## config.mk

```make
export PLATFORM = sky130hd
export DESIGN_NAME = decode_issue
export DESIGN_NICKNAME = d
export VERILOG_FILES = /design/src/rtl/decode_issue.sv
export SDC_FILE = /design/constraint.sdc
export NUM_CORES = 2
export LEC_CHECK = 0
export ABC_AREA = 1
export BUFFER_PORTS_ARGS = -buffer_cell sky130_fd_sc_hd__buf_2
export CAP_MARGIN = 20
export CORE_UTILIZATION = 25
export DETAILED_ROUTE_END_ITERATION = 6
export HOLD_SLACK_MARGIN = 0.03
export SETUP_SLACK_MARGIN = 0.5
export SYNTH_ARGS = -nofsm -noshare
export SYNTH_HDL_FRONTEND = slang
export SYNTH_SLANG_ARGS = --single-unit
```

## constraint.sdc

```tcl
create_clock -name clk -period 40.1 [get_ports clk]
set_input_delay 2.005 -clock clk [delete_from_list [all_inputs] [get_ports clk]]
set_output_delay 2.005 -clock clk [all_outputs]
set_load 0.02 [all_outputs]
```

## src/rtl/decode_issue.sv

```systemverilog
// Decode/issue stage: register file, RAW scoreboard with last-slot bypass,
// and fixed-latency writeback of the execute stage's result.
module decode_issue #(
  parameter int unsigned WB_LAT      = 3,
  parameter logic [2:0]  STORE_OPSEL = 3'b101
) (
  input  logic        clk,
  input  logic        reset,
  input  logic        instr_valid,
  output logic        instr_ready,
  input  logic [31:0] instr,
  output logic        enable_ex,
  output logic [31:0] src1,
  output logic [31:0] src2,
  output logic [31:0] imm,
  output logic [6:0]  control_out,
  input  logic [31:0] aluout,
  input  logic        carry,
  output logic        carry_flag,
  input  logic [4:0]  dbg_addr,
  output logic [31:0] dbg_data
);

  logic [31:0] r_regs    [32];
  logic        r_pend_v  [1:WB_LAT];
  logic [4:0]  r_pend_rd [1:WB_LAT];

  logic [6:0]  w_ctrl;
  logic [4:0]  w_rd;
  logic [4:0]  w_rs1;
  logic [4:0]  w_rs2;
  logic        w_is_store;
  logic        w_chk_rs2;
  logic        w_stall;
  logic        w_accept;
  logic        w_wb;
  logic [4:0]  w_wb_rd;
  logic [31:0] w_rf1;
  logic [31:0] w_rf2;
  logic [31:0] w_op1;
  logic [31:0] w_op2;
  logic [31:0] w_imm;

  assign w_ctrl     = instr[31:25];
  assign w_rd       = instr[24:20];
  assign w_rs1      = instr[19:15];
  assign w_rs2      = instr[14:10];
  assign w_imm      = {{17{instr[14]}}, instr[14:0]};
  assign w_is_store = (w_ctrl[5:3] == STORE_OPSEL);
  assign w_chk_rs2  = (w_rs2 != '0) && (!w_ctrl[6] || w_is_store);
  assign w_wb       = r_pend_v[WB_LAT];
  assign w_wb_rd    = r_pend_rd[WB_LAT];

  // The last slot is excluded: its result is forwarded from aluout instead.
  always_comb begin
    w_stall = 1'b0;
    for (int unsigned k = 1; k < WB_LAT; k++) begin
      if (r_pend_v[k]) begin
        if ((w_rs1 != '0) && (r_pend_rd[k] == w_rs1)) w_stall = 1'b1;
        if (w_chk_rs2 && (r_pend_rd[k] == w_rs2))     w_stall = 1'b1;
      end
    end
  end

  assign instr_ready = ~reset & ~w_stall;
  assign w_accept    = instr_valid & instr_ready;

  always_comb begin
    w_rf1 = (w_rs1 == '0) ? '0 : r_regs[w_rs1];
    w_rf2 = (w_rs2 == '0) ? '0 : r_regs[w_rs2];
    w_op1 = (w_wb && (w_rs1 != '0) && (w_wb_rd == w_rs1)) ? aluout : w_rf1;
    w_op2 = (w_wb && (w_rs2 != '0) && (w_wb_rd == w_rs2)) ? aluout : w_rf2;
  end

  assign dbg_data = (dbg_addr == '0) ? '0 : r_regs[dbg_addr];

  always_ff @(posedge clk or posedge reset) begin
    if (reset) begin
      enable_ex   <= 1'b0;
      src1        <= '0;
      src2        <= '0;
      imm         <= '0;
      control_out <= '0;
      carry_flag  <= 1'b0;
      for (int unsigned i = 0; i < 32; i++) r_regs[i] <= '0;
      for (int unsigned k = 1; k <= WB_LAT; k++) begin
        r_pend_v[k]  <= 1'b0;
        r_pend_rd[k] <= '0;
      end
    end else begin
      enable_ex <= w_accept;
      if (w_accept) begin
        src1        <= w_op1;
        src2        <= w_op2;
        imm         <= w_imm;
        control_out <= w_ctrl;
      end
      r_pend_v[1]  <= w_accept && !w_is_store && (w_rd != '0);
      r_pend_rd[1] <= w_rd;
      for (int unsigned k = 2; k <= WB_LAT; k++) begin
        r_pend_v[k]  <= r_pend_v[k-1];
        r_pend_rd[k] <= r_pend_rd[k-1];
      end
      if (w_wb) begin
        r_regs[w_wb_rd] <= aluout;
        carry_flag      <= carry;
      end
    end
  end

endmodule
```

# After elaboration in Yosys (flattened, before gate mapping)
# Cells that the tools add are included.
# totals
regBits	1130
latch_bits	0
ramBits	0
romBits	0
input_bits	73
output_inout_bits	138
elab_cells	108
memories	0
# op_classes
add_sub_neg	0
mul	0
div_mod_pow	0
magnitude_cmp	5
n_eq_ne	7
shift	0
mux	23
bitwise_logic	8
n_reduce_logical	21
# op_table
operator	n
$bwmux W1024	1
$bmux W32 S5	3
$mux W32	12
$demux W32 S5	1
$eq A5 B5 Y1	6
$ge A6 B6 Y1 const B	4
$not A5 Y6	4
$logic_not A5 Y1	3
$reduce_bool A5 Y1	3
$logic_and A1 B1 Y1	12
$lt A6 B1 Y1 const B	1
$mux W1	6
$eq A3 B3 Y1 const B	1
$and A1 B1 Y1	2
$logic_not A1 Y1	2
$not A1 Y1	2
$logic_or A1 B1 Y1	1

# Logic depth before layout (Yosys ltp)
# depth
ltp_word	14
depth_mapped	15
ltp_nobuf	12

# Worst setup path after synthesis
# No wires, ideal clock.
# synth_timing
path_kind	in2out
from	input port reset
to	output port instr_ready
arrival_time_ns	27.680
required_ns	38.095
setup_slack_ns	10.415
stages	3
cell_sequence	inv_1 nand3_2 inv_1
# synth_via
elab_chain_cells	2
# synth_rtl
element	line	text
start, declared	8	input logic reset,
$not A1 Y1	65	assign instr_ready = ~reset & ~w_stall;
$and A1 B1 Y1	65	
end, declared	10	output logic instr_ready,
# Every way passes these cells.

# Worst setup path after layout
# layout_timing
from	input port dbg_addr[0]
to	output port dbg_data[4]
# layout_via
elab_chain_cells	5
# layout_rtl
element	line	text
start, declared	20	input logic [4:0] dbg_addr,
$not A5 Y6 (implied by the code)	75	assign dbg_data = (dbg_addr == '0) ? '0 : r_regs[dbg_addr];
$bmux W32 S5	75	
$mux W32 (implied by the code) (2 in a row)	75	
$mux W32 *	75	
end, declared	21	output logic [31:0] dbg_data
# Mark *: on every way between the ends. The rest lies on a longest branch, timed or not. The select of a mux whose other input is x is not followed.

==> results.cfg <==
[floorplan]
rows = 198
start_util_pct = 25.2
die_height_microns = 544
ios = 211
die_w_microns = 544
core_sq_um = 291000
die_area_sq_um = 296000

[critical_path]
cp_top_family = buffers and inverters
required_ns = 38.10
critical_path.startpoint_type = input pin
crit_slowest_cell = buf_4
worstPathCellList = clkbuf_8, inv_8, buf_4, buf_4, buf_4, a21oi_1, o21ai_0, nand3_1, nand2_1, nor2_1, nor2_1, buf_2
path_class = input pin to output port
r2r_end = src1[2]
crit_arrival_ns = 7.16
crit_path_max_incr_delay_ns = 0.86
r2r_cells = 11
end_kind = output port
worstPathMaxFanout = 184
r2r_setup_slack_ns = 36.94
critPathBufInv = 6
cpMostUsedCell = buf_4
timing.rr.start = w_wb_rd[3]

[finish]
fin_cells = 14801
nNetsFinal = 10857
layout-drive-gt1-share_pct = 6.07
finalInstanceArea_sq_um = 81000
area_delta_synth_final_pct = 10.4

[timing]
clock_skew_ns = 0.0266
final_hold_viol_count = 0
timing.fmax_mhz = 109
setup_viol = 0
max-slew-margin-rel_pct = 19.3
finalCritPeriodShare_pct = 22.9
setup_slack_ns = 30.93
fin_crit_ns = 9.17
fin_tns_setup_ns = 0
rsz0062_at_grt = no
finalMaxSlewViolations = 0
tightest_slew_ns = 1.21

[placement]
dp_hpwl_microns = 189000
numPortBuffers = 210
dpl-instance-area_sq_um = 76500
gp_congestion = 0.884
placed_cells = 14544
pre_cts_slack_ns = 31.20

[global_routing]
grt_max_degree = 199
grt_overflow_total = 0
grt_usage_pct = 22.6
antenna_found_initial = 29
grt_pass1_wl_microns = 501000
grt_pass1_vias = 72650

[logic_synthesis]
synth_cell_type_count = 37
syn_inst = 11293
synthArstFlopShare_pct = 100
synthesis.nets = 11366
synth-edff-count = 0
synth.yosys.seq_area_share_pct = 38.5
synth_ff_type = dfrtp_1
synth_area_sq_um = 73400
synth-seq-cells = 1130
yosysWarnings = 0
synth_area_per_cell_sq_um = 6.50

[routing]
post_drt_wl_per_cell_microns = 23.2
via_per_inst = 5.35
final_antenna_net_count = 0
wl_met2_microns = 146000
drc = 34
wl_met1_microns = 130000
vias = 79248
wl_microns = 344000
drt_iter0_markers = 11684
drt_pre_antenna_iters = 7
top_layer_used = met5
route.met3.wl_microns = 40500

[power]
ir_drop_mv = 0.0493
finalPower_mw = 3.69
power.leakage_nw = 41.4
p_per_area_nw_per_um2 = 45.6

[min_path]
hold_path_depth = 0
whs_endpoint = w_wb
hp-start = r_pend_v[1]
hold_class = flop to flop

[clock_network]
cts_tree = built
clkTransAtPathRegs_ns = 0.06
clock_sinks = 1130
cts_setup_buffers = 0
cts_root_buffer = clkbuf_16
cts_buffers = 138
cts_buffer_depth = 3
cts_resized = 0
insertion_delay_ns = 0.81
htree_levels = 4
hold_buffers = 0

[run_status]
violations = design-rule violations
outcome = complete, but fails checks

[flow_run]
drv_cap = 0
[sequential cells by signal (all words and copies together) (netlist names), 2 cells and up]
register,flops
src2,32
w_wb_rd,5
r_regs,1024
imm,15
r_pend_v,2
control_out,7
src1,32
r_pend_rd,10
[layout make-up]
| cell class | count | area, sq um |
|---|---|---|
| antenna | 17 | 42.5 |
| timing repair buffer | 353 | 2360 |
| multi-input combinational | 8103 | 36900 |
| inverter | 1058 | 4050 |
| clock buffer | 205 | 4150 |
| clock inverter | 35 | 330 |
| fill | 32272 | 210000 |
| tap | 3900 | 4880 |
| sequential | 1130 | 28300 |
[per-stage QoR]
| stage | utilization, % | hold slack, ns |
|---|---|---|
| after floorplan | - | 0.354 |
| after global routing | 27.8 | 0.379 |
| after detailed placement | 26.2 | 0.365 |
| after global placement | 26.2 | 0.358 |
| after CTS | 27.8 | 0.370 |
| final | 27.8 | 0.369 |
[per-layer routing]
layer / vias to the layer above / track usage (%)
met1: 36936 / 28.4
met4: 8 / 16.3
met5: - / 0
li1: 35697 / -
met3: 1291 / 4.93
met2: 5316 / 34.3
[power by group]
part           internal (mW)  switching (mW)  total (mW)
Clock                  0.739           0.535        1.27
Sequential              1.35           0.148        1.49
Combinational          0.284           0.641       0.925
[kinds of logic (layout without fill, tap and decap cells)]
kind of cell,Yosys count,count (layout),synth area share (%)
other,0,17,0
xor gates and xnor gates,18,18,0.215
DFF,1130,1130,38.5
and+or+nand+nor,5773,5773,33.4
buffers and inverters,2060,1651,11.5
AOI/OAI and AO/OA,2312,2312,16.4
[worst max-delay path by stage]
stage	start	endpoint	slack, ns	cells after the start
final	dbg_addr[0]	dbg_data[4]	30.93	12
after global routing	dbg_addr[0]	dbg_data[4]	30.67	12
after CTS	dbg_addr[0]	dbg_data[4]	31.20	12
after detailed placement	dbg_addr[0]	dbg_data[4]	31.20	12
after global placement	dbg_addr[0]	dbg_data[4]	31.25	12
after floorplan	reset	carry_flag	6.20	1
[Yosys cell counts, types with 4 or more instances]
master / count / share of area, %
a211oi_1: 4 / 0.041
a21oi_1: 465 / 3.2
a31oi_1: 18 / 0.15
buf_1: 77 / 0.39
buf_2: 263 / 1.8
buf_4: 58 / 0.59
buf_6: 20 / 0.31
clkbuf_1: 584 / 3.0
dfrtp_1: 1130 / 39
inv_1: 1044 / 5.3
inv_2: 10 / 0.051
nand2_1: 3498 / 18
nand2_2: 20 / 0.17
nand3_1: 2061 / 14
nor2_1: 153 / 0.78
nor3_1: 7 / 0.048
nor3_2: 6 / 0.082
o211ai_1: 134 / 1.4
o21ai_0: 1492 / 10
o21ai_1: 181 / 1.2
o21ai_2: 17 / 0.20
or2_2: 11 / 0.094
xnor2_1: 11 / 0.13
xor2_1: 7 / 0.084
[placed cells by master (no fill, tap or decap), types with 17 or more instances in the layout]
master and instances:
diode_2 17, a31oi_1 18, clkbuf_8 30, nor2_1 151
o21ai_2 17, nand2_4 30, o21ai_1 181, dfrtp_1 1130
clkinv_2 22, o211ai_1 134, nand2_1 3487, a21oi_1 465
clkbuf_16 146, o21ai_0 1492, buf_4 138, nand3_1 2060
buf_2 195, inv_1 1036, clkbuf_1 32
No activity file was read; power rests on OpenSTA's default activity.
